**src/rtl/mem_port_if.sv**
```systemverilog
// Bundle of core-side fetch/data buses and memory-macro signals around the port arbiter.
// The master side is the core plus memory macro; the slave side is the arbiter.
interface mem_port_if #(
    parameter int ADDR_W = 32,
    parameter int DATA_W = 32
);
    logic              if_req;
    logic [ADDR_W-1:0] if_addr;
    logic              if_kill;
    logic [DATA_W-1:0] if_rdata;
    logic              if_ready;
    logic              dm_req;
    logic              dm_we;
    logic [ADDR_W-1:0] dm_addr;
    logic [DATA_W-1:0] dm_wdata;
    logic [DATA_W-1:0] dm_rdata;
    logic              dm_ready;
    logic              stall_if;
    logic              stall_dm;
    logic              mem_en;
    logic              mem_we;
    logic [ADDR_W-1:0] mem_addr;
    logic [DATA_W-1:0] mem_wdata;
    logic [DATA_W-1:0] mem_rdata;

    modport master (
        output if_req, if_addr, if_kill, dm_req, dm_we, dm_addr, dm_wdata, mem_rdata,
        input  if_rdata, if_ready, dm_rdata, dm_ready, stall_if, stall_dm,
               mem_en, mem_we, mem_addr, mem_wdata
    );

    modport slave (
        input  if_req, if_addr, if_kill, dm_req, dm_we, dm_addr, dm_wdata, mem_rdata,
        output if_rdata, if_ready, dm_rdata, dm_ready, stall_if, stall_dm,
               mem_en, mem_we, mem_addr, mem_wdata
    );
endinterface

```
**src/rtl/mem_port_arbiter.sv**
```systemverilog
// Shares one fixed-latency single-port memory between the fetch and data ports,
// sequencing grant / issue / latency wait / completion and producing stage stalls.
//
// Handshake: a requester raises *_req with address/data valid and holds it until
// *_ready pulses for one cycle; the arbiter latches the request at grant, so the
// requester may change address/data afterwards without effect on the transaction.
module mem_port_arbiter #(
    parameter int ADDR_W       = 32,
    parameter int DATA_W       = 32,
    parameter int MEM_LATENCY  = 2,
    parameter int STARVE_LIMIT = 4
) (
    input  logic       clk,
    input  logic       reset,
    mem_port_if.slave  bus,
    output logic [1:0] dbg_state
);
    typedef enum logic [1:0] {
        IDLE   = 2'd0,
        BUSY_I = 2'd1,
        BUSY_D = 2'd2
    } state_t;

    state_t            state;
    state_t            state_nxt;
    logic [3:0]        lat_cnt;
    logic [3:0]        starve_cnt;
    logic              kill_q;
    logic [DATA_W-1:0] if_rdata_q;
    logic [DATA_W-1:0] dm_rdata_q;
    logic              grant_i;
    logic              grant_d;
    logic              done;

    always_ff @(posedge clk) begin
        if (reset) begin
            state <= IDLE;
        end else begin
            state <= state_nxt;
        end
    end

    // Data wins a tie unless fetch has been passed over STARVE_LIMIT times in a row.
    always_comb begin
        state_nxt = state;
        grant_i   = 1'b0;
        grant_d   = 1'b0;
        done      = (lat_cnt == 4'd0);
        case (state)
            IDLE: begin
                if (bus.if_req && bus.dm_req) begin
                    if (starve_cnt == 4'(STARVE_LIMIT)) begin
                        grant_i = 1'b1;
                    end else begin
                        grant_d = 1'b1;
                    end
                end else if (bus.dm_req) begin
                    grant_d = 1'b1;
                end else if (bus.if_req) begin
                    grant_i = 1'b1;
                end
                if (grant_i) begin
                    state_nxt = BUSY_I;
                end else if (grant_d) begin
                    state_nxt = BUSY_D;
                end
            end
            BUSY_I, BUSY_D: begin
                if (done) begin
                    state_nxt = IDLE;
                end
            end
            default: state_nxt = IDLE;
        endcase
    end

    always_comb begin
        bus.if_ready = (state == BUSY_I) && done && !kill_q;
        bus.dm_ready = (state == BUSY_D) && done;
        bus.if_rdata = bus.if_ready ? bus.mem_rdata : if_rdata_q;
        bus.dm_rdata = bus.dm_ready ? bus.mem_rdata : dm_rdata_q;
        bus.stall_if = bus.if_req & ~bus.if_ready;
        bus.stall_dm = bus.dm_req & ~bus.dm_ready;
        dbg_state    = state;
    end

    // Transaction registers: latched at grant, held until completion.
    always_ff @(posedge clk) begin
        if (reset) begin
            bus.mem_en    <= 1'b0;
            bus.mem_we    <= 1'b0;
            bus.mem_addr  <= {ADDR_W{1'b0}};
            bus.mem_wdata <= {DATA_W{1'b0}};
            lat_cnt       <= 4'd0;
        end else begin
            bus.mem_en <= grant_i | grant_d;
            if (grant_d) begin
                bus.mem_addr  <= bus.dm_addr;
                bus.mem_we    <= bus.dm_we;
                bus.mem_wdata <= bus.dm_wdata;
                lat_cnt       <= 4'(MEM_LATENCY);
            end else if (grant_i) begin
                bus.mem_addr <= bus.if_addr;
                bus.mem_we   <= 1'b0;
                lat_cnt      <= 4'(MEM_LATENCY);
            end else if (state != IDLE) begin
                if (done) begin
                    bus.mem_we <= 1'b0;
                end else begin
                    lat_cnt <= lat_cnt - 4'd1;
                end
            end
        end
    end

    always_ff @(posedge clk) begin
        if (reset) begin
            starve_cnt <= 4'd0;
            kill_q     <= 1'b0;
            if_rdata_q <= {DATA_W{1'b0}};
            dm_rdata_q <= {DATA_W{1'b0}};
        end else begin
            if (grant_i) begin
                starve_cnt <= 4'd0;
            end else if (grant_d && bus.if_req) begin
                if (starve_cnt != 4'hF) begin
                    starve_cnt <= starve_cnt + 4'd1;
                end
            end else if ((state == IDLE) && !bus.if_req) begin
                starve_cnt <= 4'd0;
            end

            // A redirect drops only the response; the memory access still runs out.
            if ((state == BUSY_I) && done) begin
                kill_q <= 1'b0;
            end else if ((state == BUSY_I) && bus.if_kill) begin
                kill_q <= 1'b1;
            end

            if (bus.if_ready) begin
                if_rdata_q <= bus.mem_rdata;
            end
            if (bus.dm_ready) begin
                dm_rdata_q <= bus.mem_rdata;
            end
        end
    end
endmodule

```
**src/flat_wrapper.sv**
```systemverilog
// flat-port wrapper written by rule: the top's interface ports become plain ports
module mem_port_arbiter_flat 
#(
    parameter int ADDR_W       = 32,
    parameter int DATA_W       = 32,
    parameter int MEM_LATENCY  = 2,
    parameter int STARVE_LIMIT = 4
)
  (clk, reset, dbg_state, bus_if_req, bus_if_addr, bus_if_kill, bus_dm_req, bus_dm_we, bus_dm_addr, bus_dm_wdata, bus_mem_rdata, bus_if_rdata, bus_if_ready, bus_dm_rdata, bus_dm_ready, bus_stall_if, bus_stall_dm, bus_mem_en, bus_mem_we, bus_mem_addr, bus_mem_wdata);
  mem_port_if #(.ADDR_W(ADDR_W), .DATA_W(DATA_W)) bus_i ();
  input  logic clk;
  input  logic reset;
  output logic [1:0] dbg_state;
  input wire logic [$bits(bus_i.if_req)-1:0] bus_if_req;
  input wire logic [$bits(bus_i.if_addr)-1:0] bus_if_addr;
  input wire logic [$bits(bus_i.if_kill)-1:0] bus_if_kill;
  input wire logic [$bits(bus_i.dm_req)-1:0] bus_dm_req;
  input wire logic [$bits(bus_i.dm_we)-1:0] bus_dm_we;
  input wire logic [$bits(bus_i.dm_addr)-1:0] bus_dm_addr;
  input wire logic [$bits(bus_i.dm_wdata)-1:0] bus_dm_wdata;
  input wire logic [$bits(bus_i.mem_rdata)-1:0] bus_mem_rdata;
  output wire logic [$bits(bus_i.if_rdata)-1:0] bus_if_rdata;
  output wire logic [$bits(bus_i.if_ready)-1:0] bus_if_ready;
  output wire logic [$bits(bus_i.dm_rdata)-1:0] bus_dm_rdata;
  output wire logic [$bits(bus_i.dm_ready)-1:0] bus_dm_ready;
  output wire logic [$bits(bus_i.stall_if)-1:0] bus_stall_if;
  output wire logic [$bits(bus_i.stall_dm)-1:0] bus_stall_dm;
  output wire logic [$bits(bus_i.mem_en)-1:0] bus_mem_en;
  output wire logic [$bits(bus_i.mem_we)-1:0] bus_mem_we;
  output wire logic [$bits(bus_i.mem_addr)-1:0] bus_mem_addr;
  output wire logic [$bits(bus_i.mem_wdata)-1:0] bus_mem_wdata;
  assign bus_i.if_req = bus_if_req;
  assign bus_i.if_addr = bus_if_addr;
  assign bus_i.if_kill = bus_if_kill;
  assign bus_i.dm_req = bus_dm_req;
  assign bus_i.dm_we = bus_dm_we;
  assign bus_i.dm_addr = bus_dm_addr;
  assign bus_i.dm_wdata = bus_dm_wdata;
  assign bus_i.mem_rdata = bus_mem_rdata;
  assign bus_if_rdata = bus_i.if_rdata;
  assign bus_if_ready = bus_i.if_ready;
  assign bus_dm_rdata = bus_i.dm_rdata;
  assign bus_dm_ready = bus_i.dm_ready;
  assign bus_stall_if = bus_i.stall_if;
  assign bus_stall_dm = bus_i.stall_dm;
  assign bus_mem_en = bus_i.mem_en;
  assign bus_mem_we = bus_i.mem_we;
  assign bus_mem_addr = bus_i.mem_addr;
  assign bus_mem_wdata = bus_i.mem_wdata;
  mem_port_arbiter #(.ADDR_W(ADDR_W), .DATA_W(DATA_W), .MEM_LATENCY(MEM_LATENCY), .STARVE_LIMIT(STARVE_LIMIT)) u_core (.clk(clk), .reset(reset), .bus(bus_i), .dbg_state(dbg_state));
endmodule
```
**config.mk**
```make
export PLATFORM = sky130hd
export DESIGN_NAME = mem_port_arbiter_flat
export DESIGN_NICKNAME = d
export VERILOG_FILES = /design/src/rtl/mem_port_if.sv /design/src/rtl/mem_port_arbiter.sv /design/src/flat_wrapper.sv
export SDC_FILE = /design/constraint.sdc
export NUM_CORES = 1
export LEC_CHECK = 0
export ABC_AREA = 1
export CAP_MARGIN = 20
export CORE_MARGIN = 4
export CORE_UTILIZATION = 25
export DETAILED_ROUTE_END_ITERATION = 12
export PLACE_DENSITY = 0.57
export SLEW_MARGIN = 5
export SYNTH_ARGS = -nofsm -noshare
export SYNTH_HDL_FRONTEND = slang
export SYNTH_SLANG_ARGS = --single-unit
```
**constraint.sdc**
```tcl
create_clock -name clk -period 2.07 [get_ports clk]
set_input_delay 0.621 -clock clk [delete_from_list [all_inputs] [get_ports clk]]
set_output_delay 0.621 -clock clk [all_outputs]
set_load 0.03 [all_outputs]
```
==> impl.org, run 1 <==
** Status
- Outcome :: complete, but fails checks
- Failing checks :: setup timing

** Yosys
- Sequential area share after synthesis :: 0.473
- Dominant synthesized flop cell :: dfxtp_1
- EDFF count, synth :: 0
- Post-synth top area share :: 0.473
- When the netlist entered floorplanning its net count stood at 967.
- Counting instances in the post-synthesis netlist gives the leading cell types as nand2_1, dfxtp_1, inv_1, nor2_1, o21ai_0.
- Of all cell types, the one taking the most synthesized area is dfxtp_1.
- Yosys synthesis warning count :: 0
- The netlist uses 26 different library cells.
- Ranking of synthesized cells by area :: dfxtp_1, nand2_1, inv_1
- Async S/R FF share, synth :: 0
- Summing every instance area after synthesis gives 5970 sq um.
- In this run the mean area of a mapped cell was 7.21 sq um.
- Dominant cell by count in the synthesized netlist :: nand2_1
- Cell count after synthesis :: 828
- FF+latch count, synth :: 141

** Min path
- The worst hold path belongs to the class reg2reg.
- The worst hold path begins at u_core.bus.mem_addr[29].
- The worst hold path was traced through 2 stages.

** Cells and area
- Fraction of layout cells with a size suffix above 1 :: 0.384
- At the end of the flow, the number of nets in the layout was 1381.
- Util after Layout :: 0.512
- The layout has 2206 filler cells.
- Post-synthesis to final-layout area growth :: 101%
- Final standard cell area without fillers :: 12000 sq um
- Number of antenna repair diodes :: 0

** Timing
- Across the routed clock network, the largest skew measured is 8.87 ps.
- Fraction of the cycle the final worst path needs :: 1.23
- Setup violations remaining at the end of the flow were counted as 69.
- Final Hold Violating Endpoints :: 0
- Transition time at the pin with the least slew margin :: 452 ps
- Setup repair after global routing could not meet its margin everywhere.
- Minimum clock period after layout :: 2540 ps
- Based on the critical path, the design can be clocked at up to 394 MHz.
- Relative slew slack :: 0.700
- Final max-slew violation count :: 0
- Across all setup checks in the final design, the least slack found is -469 ps.

** Clocking
- TritonCTS clock tree :: done
- Root buffer cell :: clkbuf_16
- Clock Path Buffers :: 2
- In this run, CTS created clock tree buffers numbering 17.
- The clock net in this run drives a total of 141 sinks.
- Clock H-tree levels :: 4
- Clock-pin slew was measured on the worst setup and hold paths at 60 ps.
- After clock tree synthesis, the flow added hold-fix buffers numbering 0.
- The later pin in the worst-skew pair is clocked with a latency of 410 ps.

** Drt
- The detailed router finished its first iteration with 207 violations.
- Vias per Instance :: 4.16
- Detailed-routing iteration count for the pre-antenna-repair pass :: 4
- Number of antenna-violating nets in the routed design :: 0
- After detailed routing, the total wire length is 22900 um.
- For this block, the via count after detailed routing is 6550.
- Post-detailed-route wirelength per cell :: 14.6 um
- Residual DRC count :: 0

** Floorplanning
- Die Area :: 26400 sq um
- The core region is 23500 sq um.
- For this configuration, the core starts out at a cell density of 0.254.
- 270 I/O pins were placed.
- In this run the horizontal extent of the chip is 163 um.
- DIE HEIGHT :: 163 um
- Placement row count :: 56

** GRT
- For this run, the total global-route usage over all layers was measured as 0.162.
- Global-route wire length before repair :: 34400 um
- The initial antenna violation count came to 0.
- For this run the aggregate overflow at the end of global routing stands at 0.
- The number of global-route vias before repair was 6532.
- Largest net degree at the start of global routing :: 70

** Flow run
- MaxCap Viol Count :: 0

** Power
- Max rail drop VDD :: 0.000454 V
- Leakage power of the design :: 5.94 nW
- Dividing total power by cell area gives a power density of 1010 nW/um^2.

** Setup path
- Critical Path Start Type :: register
- Of all nets on the critical path, the largest fanout is 5.
- WP data required :: 1450 ps
- The critical path starts at u_core.dbg_state[0].
- The worst setup path is captured at an output pin.
- Worst reg-to-reg path cell count :: 18
- FF-to-FF End :: u_core.dm_rdata_q[1]
- Reg-to-Reg Start :: u_core.lat_cnt[0]
- In this run the register-to-register setup slack is -380 ps.
- Type of the worst setup path :: reg2out
- Worst setup endpoint :: bus_dm_rdata[14]
- Data on the critical path arrives at its endpoint at 1920 ps.

** Placed design
- Once placement finished, the instance area stood at 9510 sq um.
- Buffers placed on the I/O ports in this run total 269.
- The congestion estimate from routability-driven global placement came to 0.764.
- Detailed-placement wirelength estimate :: 13900 um
## per-layer routing
metal  global-route usage  up-vias  share of wire
met3               0.0620       18          0.093
met2                0.279      225           0.48
met5                    0        -              0
met4               0.0484        0          0.015
met1                0.188     2940           0.41
li1                     -     3367              -
## what timing repair did
action,4_1_cts,5_1_grt
endpoints found under the setup margin,114,92
gates cloned,9,1
setup buffers,54,13
resized for setup,322,68
pin swaps,9,9
## metrics by stage
| stage | hold WS, ps | power, W | std cells | setup slack (ps) | setup TNS [ps] |
|---|---|---|---|---|---|
| floorplan | 443 | 0.00557 | 828 | -31.5 | -72.1 |
| detailed placement | 447 | 0.00753 | 1466 | -122 | -6110 |
| global placement | 437 | 0.00753 | 1466 | -122 | -4360 |
| CTS | 456 | 0.0119 | 1560 | -413 | -24520 |
| global route | 484 | 0.0128 | 1574 | -567 | -32020 |
| finish | 450 | 0.0122 | 1574 | -469 | -26390 |
## critical path: stages (launching register included)
cell and delay, ps:
dfxtp_4 350, inv_2 50, ha_4 160, nand3_4 120
clkinv_8 100, buf_16 150, or2_1 250, o21ai_2 120
inv_2 70, buf_6 140
## flip-flops by register name, summed over array words and instances (netlist names)
register and cells:
u_core.bus.mem_addr 32, u_core.bus.mem_en 1, u_core.bus.mem_wdata 32, u_core.bus.mem_we 1, u_core.dbg_state 2, u_core.dm_rdata_q 32
u_core.if_rdata_q 32, u_core.kill_q 1, u_core.lat_cnt 4, u_core.starve_cnt 4
## how the worst min path moves through the flow
stage	to
2_1_floorplan	u_core.lat_cnt[3]
3_3_place_gp	u_core.bus.mem_addr[17]
3_5_place_dp	u_core.bus.mem_addr[29]
4_1_cts	u_core.bus.mem_addr[29]
5_1_grt	u_core.bus.mem_wdata[5]
6_report	u_core.bus.mem_addr[29]
## cell type report
cell class / count / area, sq um / share of cell area
timing repair buffer: 440 / 4430 / 0.369
multi-input combinational: 496 / 3170 / 0.264
sequential: 141 / 2840 / 0.236
inverter: 146 / 576 / 0.0479
clock buffer: 18 / 439 / 0.0366
tap: 319 / 399 / 0.0332
clock inverter: 14 / 151 / 0.0126
## cell families after synthesis
logic type               count (synthesis)  share of synthesized area
AND/OR/NAND/NOR                        316                      0.222
flip-flops                             141                      0.473
AO/OA/AOI/OAI                          175                      0.160
buffers and inverters                  191                      0.135
adder cells (fa/ha/maj)                  5                     0.0105
## where the power goes
group | internal (W) | total, W | leakage, nW | switching, W
registers | 0.00308 | 0.00323 | 1.16 | 0.000148
clock network | 0.00174 | 0.00310 | 0.277 | 0.00137
logic | 0.00284 | 0.00584 | 4.50 | 0.00301
## placed cells by master (no fill, tap or decap), types with 7 or more instances in the layout
cell type,instances
o21ai_2,7
buf_6,72
o21ai_0,46
nand2_1,155
clkdlybuf4s50_1,132
inv_1,79
nand3_1,9
o21ai_4,57
dlygate4sd2_1,45
a21oi_1,42
inv_2,64
buf_12,11
nand2_2,27
or2_4,30
buf_16,10
o21ai_1,22
nor2_1,74
buf_4,145
clkbuf_16,18
dlymetal6s2s_1,21
dfxtp_1,135
Power figures use the tool's default switching activity.
==> run 2: changes to the inputs <==
--- a/config.mk
+++ b/config.mk
@@ -15,3 +15,4 @@
 export SYNTH_ARGS = -nofsm -noshare
 export SYNTH_HDL_FRONTEND = slang
 export SYNTH_SLANG_ARGS = --single-unit
+export TNS_END_PERCENT = 30
==> run 2 against run 1 <==
  * The flow still finishes with violations (setup timing)
  * First-iteration DRC count fell by 11%
  * Critical path type unchanged
  * Fmax rose by 0.25%
  * Core utilization fell by 2.3 points
==> impl.org, run 2 (synthesis gave the netlist of run 1 again) <==
** Clocking
- Clock H-tree levels :: 4 (unchanged)
- Clock latency reported for the late side of the worst-skew pair :: 420 ps (about the same)
- The number of buffers inserted during clock tree synthesis came to 17 (unchanged).
- The clock-pin transition on the worst setup and hold timing paths is 70 ps (about the same).
- Clock tree synthesis selected as its root buffer the cell clkbuf_16.
- TritonCTS built the clock tree.
- The maximum buffer depth of the clock tree came to 2 (unchanged).
- The total clock sinks was 141 (unchanged).

** Cells and area
- The library cell used most frequently in the layout, excluding fill and tap cells, is nand2_1.
- The count of nets after finishing is 1345 (-2.6%).
- Util after Layout :: 0.489 (-0.0230)
- Count of fill cells added during filler insertion :: 2290 (+3.8%)
- The count of antenna diodes in the layout came to 0 (unchanged).
- Final std cells w/o fill :: 1538 (-2.3%)
- Commonest cells after routing, fill and taps aside :: nand2_1, dfxtp_1, clkdlybuf4s50_1, buf_4, inv_1
- The final standard cell area without fillers came to 11500 sq um (-4.5%).
- Relative to the synthesized area, the layout overhead comes to 92.1%.
- The fraction of layout cells with a size suffix above 1 is 0.346 (-0.0379).

** Placed design
- The port buffer count is 269 (unchanged).
- The weighted congestion reported at the end of routability-driven placement is 0.771 (+0.88%).
- The number of cells after detailed placement was 1474 (+0.55%).
- The half-perimeter wire length of the detailed placement result is 14400 um (+3.8%).
- Post-detailed-placement cell area :: 9580 sq um (+0.79%)

** Timing
- The setup clock skew after layout is 16.8 ps (+7.88 ps).
- The final worst-path setup slack is -463 ps (+6.25 ps).
- The setup TNS after final layout was -25630 ps (+763 ps).
- The actual transition at the worst max-transition pin came to 671 ps (+219 ps).
- Minimum clock period after layout :: 2530 ps (-6.25 ps)
- RSZ-0062 raised after global routing :: true
- The remaining max-slew budget at the tightest pin was 0.553 (-0.147).
- The final hold violation count was 0 (unchanged).
- The number of setup violations in the final report is 68 (-1.4%).
- Final max-slew violation count :: 0 (unchanged)
- The fmax is 395 MHz (+0.25%).
- Fraction of the cycle the final worst path needs :: 1.22 (-0.00302)

** Status
- Failing checks :: setup timing
- The run finished, with violations left.

** Drt
- Number of vias in the routed layout :: 6403 (-2.2%)
- Residual DRC count :: 0 (unchanged)
- The number of iterations in the first detailed-routing pass came to 6 (+2).
- Drt first-iter violations :: 184 (-11%)
- The final antenna-violating net count came to 0 (unchanged).
- Sum of routed wire length over all layers :: 21200 um (-7.5%)
- Vias per Instance :: 4.16 (about the same)
- The average detailed-routed wire length per instance came to 13.8 um (-5.3%).

** Floorplanning
- The starting density of the core is 0.254 (unchanged).
- Die Area :: 26400 sq um (unchanged)
- DIE HEIGHT :: 163 um (unchanged)
- The area of the core is 23500 sq um (unchanged).
- Placement row count :: 56 (unchanged)
- The die width was 163 um (unchanged).
- I/O Pins :: 270 (unchanged)

** GRT
- The initial antenna violation count is 0 (unchanged).
- The number of global-route vias before repair came to 6155 (-5.8%).
- The overall fraction of global-route tracks in use is 0.151 (-0.0115).
- Global-route wire length before repair :: 31900 um (-7.4%)
- The total congestion overflow was 0 (unchanged).
- The pin count of the biggest net entering global routing came to 58 (-17%).

** Power
- The static power due to leakage was 5.67 nW (-4.5%).
- The total power consumption of the routed design came to 0.0117 W (-4.0%).
- Power density over cell area :: 1020 nW/um^2 (+0.46%)
- The maximum VDD drop was 0.000562 V (+24%).

** Setup path
- Worst-path maximum fanout :: 8 (+3)
- Critical Path Start Type :: register
- Worst reg-to-reg path cell count :: 11 (-7)
- The required time of the worst setup path came to 1450 ps (about the same).
- The critical path in this run is classified as reg2out.
- The delay of the slowest cell on the worst path is 350 ps (about the same).
- The number of logic stages on the critical path including buffering came to 10 (+1).
- The number of buffers and inverters on the critical path came to 6 (+1).
- STA classifies the critical path endpoint as an output pin.
- Cell chain of the critical path :: buf_6 > ha_4 > inv_2 > nor2_4 > nand2_4 > buf_12 > clkbuf_16 > o21ai_4 > inv_2 > buf_6
- Crit path max-delay family :: buffers and inverters
- The critical path data arrival time was 1910 ps (about the same).
- Among all stages on the critical path, the largest delay is contributed by dfxtp_4.

** Min path
- The tightest min-delay check is of the in2reg type.
- The hold-critical path depth came to 2 (unchanged).

** Flow run
- The number of maximum-capacitance violations was 0 (unchanged).
run 2: changes by cell type in the layout (fill, tap and decap cells not counted), moves of 9 or more:
cell	previous run	this run
buf_4	145	110
dlygate4sd2_1	45	55
dlymetal6s2s_1	21	12
inv_1	79	90
inv_2	64	53
nand2_1	155	165
o21ai_2	7	26
o21ai_4	57	38
run 2: per-stage QoR:
step	hold slack (ps)	setup slack [ps]
after floorplan	443	-31.5
after global placement	436	-183
after detailed placement	448	-182
after CTS	421	-458
after global routing	419	-552
final	430	-463
run 2: repair_timing:
| action | in CTS | in global routing |
|---|---|---|
| hold buffers | 0 | 0 |
| gates resized for setup | 244 | 89 |
| pin swaps | 7 | 6 |
| endpoints found under the setup margin | 124 | 80 |
| gates cloned | 4 | 2 |
| buffers inserted | 19 | 7 |
run 2: area by class of cell:
| class | instances | area [sq um] | area share |
|---|---|---|---|
| timing repair buffer | 404 | 4090 | 0.357 |
| multi-input combinational | 496 | 2970 | 0.259 |
| sequential | 141 | 2840 | 0.247 |
| inverter | 146 | 561 | 0.0489 |
| clock buffer | 17 | 425 | 0.0371 |
| tap | 319 | 399 | 0.0348 |
| clock inverter | 15 | 189 | 0.0165 |
run 2: final timing paths:
| kind | start | to | slack (ps) |
|---|---|---|---|
| max reg2reg | u_core.dbg_state[0] | u_core.if_rdata_q[15] | 370 |
| min reg2reg | u_core.bus.mem_addr[31] | u_core.bus.mem_addr[31] | 450 |
| max | u_core.dbg_state[0] | bus_if_rdata[15] | -460 |
| min | reset | u_core.bus.mem_wdata[31] | 430 |
run 2: report_power, final:
group	total [W]	internal [W]	switching (W)
Combinational	0.00529	0.00250	0.00279
Sequential	0.00322	0.00308	0.000142
Clock	0.00317	0.00174	0.00143
run 2: layer usage:
metal	track usage	part of all wire
met1	0.185	0.43
met2	0.249	0.46
met3	0.0638	0.10
met4	0.0328	0.0058
met5	0	0
run 2: worst reg2reg max path: cells and delay by family, from the launching register on:
family          cells  cell delay, ps
compound gates      1             170
buf+inv             6             700
simple gates        3             230
flops               1             350
fa+ha+maj           1             120
==> run 3: changes to the inputs <==
--- a/config.mk
+++ b/config.mk
@@ -6,11 +6,14 @@
 export NUM_CORES = 1
 export LEC_CHECK = 0
 export ABC_AREA = 1
+export ABC_CLOCK_PERIOD_IN_PS = 2070
 export CAP_MARGIN = 20
 export CORE_MARGIN = 4
 export CORE_UTILIZATION = 25
+export CTS_BUF_LIST = sky130_fd_sc_hd__clkbuf_4
 export DETAILED_ROUTE_END_ITERATION = 12
 export PLACE_DENSITY = 0.57
+export SKIP_LAST_GASP = 1
 export SLEW_MARGIN = 5
 export SYNTH_ARGS = -nofsm -noshare
 export SYNTH_HDL_FRONTEND = slang
==> run 3 against run 2 <==
  * The flow still finishes with violations (setup timing)
  * Clock power decreased by 38%
  * Wire length fell by 1.9%
  * Critical path depth fell by 1
  * Core utilization decreased by 2.6 points
  * Combinational power shrank 4.7%
  * First-iteration DRC count rose by 14%
  * Count of clock-buffer cells in the layout did not move
  * Die area unchanged
  * Via count fell by 1.7%
  * Clock skew up 21 ps
  * Sequential share of layout area up 1.4 points
  * Sequential power about the same
==> impl.org, run 3 (synthesis gave the netlist of run 1 again) <==
** Floorplanning
- DIE HEIGHT :: 163 um (unchanged)
- Die Area :: 26400 sq um (unchanged)
- The area of the core is 23500 sq um (unchanged).
- The number of primary I/O pins came to 270 (unchanged).
- The starting density of the core is 0.254 (unchanged).
- The die width was 163 um (unchanged).
- The count of standard-cell rows came to 56 (unchanged).

** Power
- The maximum VDD drop came to 0.000314 V (-44%).
- Leakage power of the design :: 5.08 nW (-10%)
- Total power :: 0.0102 W (-13%)
- Power density over cell area :: 941 nW/um^2 (-7.6%)

** Cells and area
- The post-route core utilization was 0.462 (-0.0261).
- The library cell used most frequently in the layout, excluding fill and tap cells, is clkdlybuf4s50_1.
- In the layout the commonest cells are clkdlybuf4s50_1, nand2_1, dfxtp_1, buf_4, inv_1.
- The final standard cell area without fillers is 10900 sq um (-5.3%).
- Post-synthesis to final-layout area growth :: 81.8%
- The count of nets after finishing is 1334 (-0.82%).
- Count of fill cells added during filler insertion :: 2347 (+2.5%)
- The fraction of layout cells with a size suffix above 1 came to 0.322 (-0.0242).

** Setup path
- STA classifies the critical path endpoint as an output pin.
- Worst setup path startpoint :: u_core.dbg_state[0]
- Critical Path Start Type :: register
- The required time of the worst setup path is 1450 ps (about the same).
- Reg-to-Reg Start :: u_core.dbg_state[0]
- The top fanout value on the critical path was 8 (unchanged).
- Critical path data arrival time :: 2070 ps (+160 ps)
- Type of the worst setup path :: reg2out

** GRT
- The total congestion overflow is 0 (unchanged).
- The number of global-route vias before repair is 6054 (-1.6%).
- The overall fraction of global-route tracks in use came to 0.147 (-0.00351).
- Largest net degree at the start of global routing :: 58 (unchanged)
- The wire length of the first global-routing pass is 31100 um (-2.3%).
- The initial antenna violation count was 1 (+1).

** Drt
- The detailed-route vias per instance is 4.12 (-1.0%).
- Residual DRC count :: 0 (unchanged)
- Detailed-routing iteration count for the pre-antenna-repair pass :: 4 (-2)
- The routed wire length is 20800 um (-1.9%).
- The number of DRC markers in iteration 0 came to 209 (+14%).
- Number of vias in the routed layout :: 6297 (-1.7%)
- The average detailed-routed wire length per instance came to 13.6 um (-1.3%).
- The final antenna-violating net count was 0 (unchanged).

** Placed design
- The half-perimeter wire length of the detailed placement result was 14400 um (unchanged).
- The weighted congestion reported at the end of routability-driven placement was 0.771 (unchanged).
- The port buffer count came to 269 (unchanged).
- The placed instance area was 9580 sq um (unchanged).

** Clocking
- In this run the clock root is driven by a clkbuf_4.
- The deepest level of the CTS H-tree came to 4 (unchanged).
- The maximum buffer depth of the clock tree was 2 (unchanged).
- Clock latency reported for the late side of the worst-skew pair :: 540 ps (+120 ps)
- Clock edge transition at the registers on the reported setup and hold paths :: 140 ps (+70 ps)
- The quantity of hold-fixing buffers added after cts was 0 (unchanged).
- Number of buffers created by CTS :: 17 (unchanged)
- The total clock sinks was 141 (unchanged).
- TritonCTS built the clock tree.

** Timing
- The number of setup violations in the final report was 136 (+100%).
- The setup clock skew after layout is 38.0 ps (+21.2 ps).
- Transition time at the pin with the least slew margin :: 679 ps (+8.20 ps)
- Final max-slew violation count :: 0 (unchanged)
- The final hold violation count was 0 (unchanged).
- Setup repair after global routing could not meet its margin everywhere.
- Achievable clock frequency :: 372 MHz (-5.8%)
- The setup TNS after final layout is -45970 ps (-20330 ps).
- The final worst-path setup slack came to -618 ps (-156 ps).
- The remaining max-slew budget at the tightest pin was 0.547 (-0.00547).
- Minimum clock period after layout :: 2690 ps (+156 ps)
- Fraction of the cycle the final worst path needs :: 1.30 (+0.0752)

** Min path
- The startpoint identified for the worst hold timing path is reset.
- The min-delay analysis places its worst path in the category in2reg.

** Status
- The run finished, with violations left.
- Failing checks :: setup timing

** Flow run
- MaxCap Viol Count :: 0 (unchanged)
[run 3: cell types whose count changed in the layout (fill, tap and decap cells not counted), moves of 11 or more]
cell	change
clkdlybuf4s50_1	+68
dlygate4sd2_1	-55
buf_6	-22
or2_2	+22
or2_4	-22
clkbuf_4	+17
clkbuf_16	-15
inv_1	+14
inv_2	-13
dlymetal6s2s_1	-12
buf_4	+11
o21ai_4	-11
[run 3: critical path: stages, from the launching register on]
cell and delay [ps]:
dfxtp_4 370, inv_1 50, ha_2 190, nand3_4 120
inv_8 70, buf_12 140, or2_2 310, o21ai_4 90
inv_2 70, buf_6 140
[run 3: per-stage QoR]
| step | hold WS, ps | setup slack, ps | cells |
|---|---|---|---|
| after floorplan | 443 | -31.5 | 828 |
| after global placement | 436 | -183 | 1474 |
| after detailed placement | 448 | -182 | 1474 |
| after CTS | 250 | -684 | 1518 |
| after global routing | 235 | -760 | 1528 |
| final | 315 | -618 | 1528 |
[run 3: path summary, 6_finish.rpt]
kind | to | slack [ps] | depth (start not counted)
max | bus_dm_rdata[13] | -620 | 9
min reg2reg | u_core.bus.mem_addr[31] | 470 | 2
max reg2reg | u_core.bus.mem_addr[22] | 370 | 8
min | u_core.bus.mem_wdata[31] | 320 | 2
[run 3: repair_timing]
item                       4_1_cts  5_1_grt
setup buffers                   10        5
setup endpoints to repair      136      136
resized for setup              117       67
gates cloned                     2        4
pin swaps                        4        6
[run 3: metal layers]
layer	routed length, um	track usage	vias up
li1	-	-	3275
met1	9030	0.184	2791
met2	9390	0.236	226
met3	2260	0.0688	5
met4	95	0.0297	0
met5	0	0	-
[run 3: cell type report]
type	instances	area [sq um]	area share
repair buffers	393	3940	0.363
flip-flops and latches	141	2830	0.261
multi-input cells	496	2800	0.258
inverters	146	558	0.0514
well taps	319	399	0.0368
clock inverters	15	189	0.0174
clock buffers	17	128	0.0118
diodes	1	2.50	0.000231
[run 3: where the power goes]
part | internal (W) | leakage [nW] | switching [W]
Combinational | 0.00236 | 3.75 | 0.00268
Clock | 0.000683 | 0.165 | 0.00127
Sequential | 0.00308 | 1.16 | 0.000140
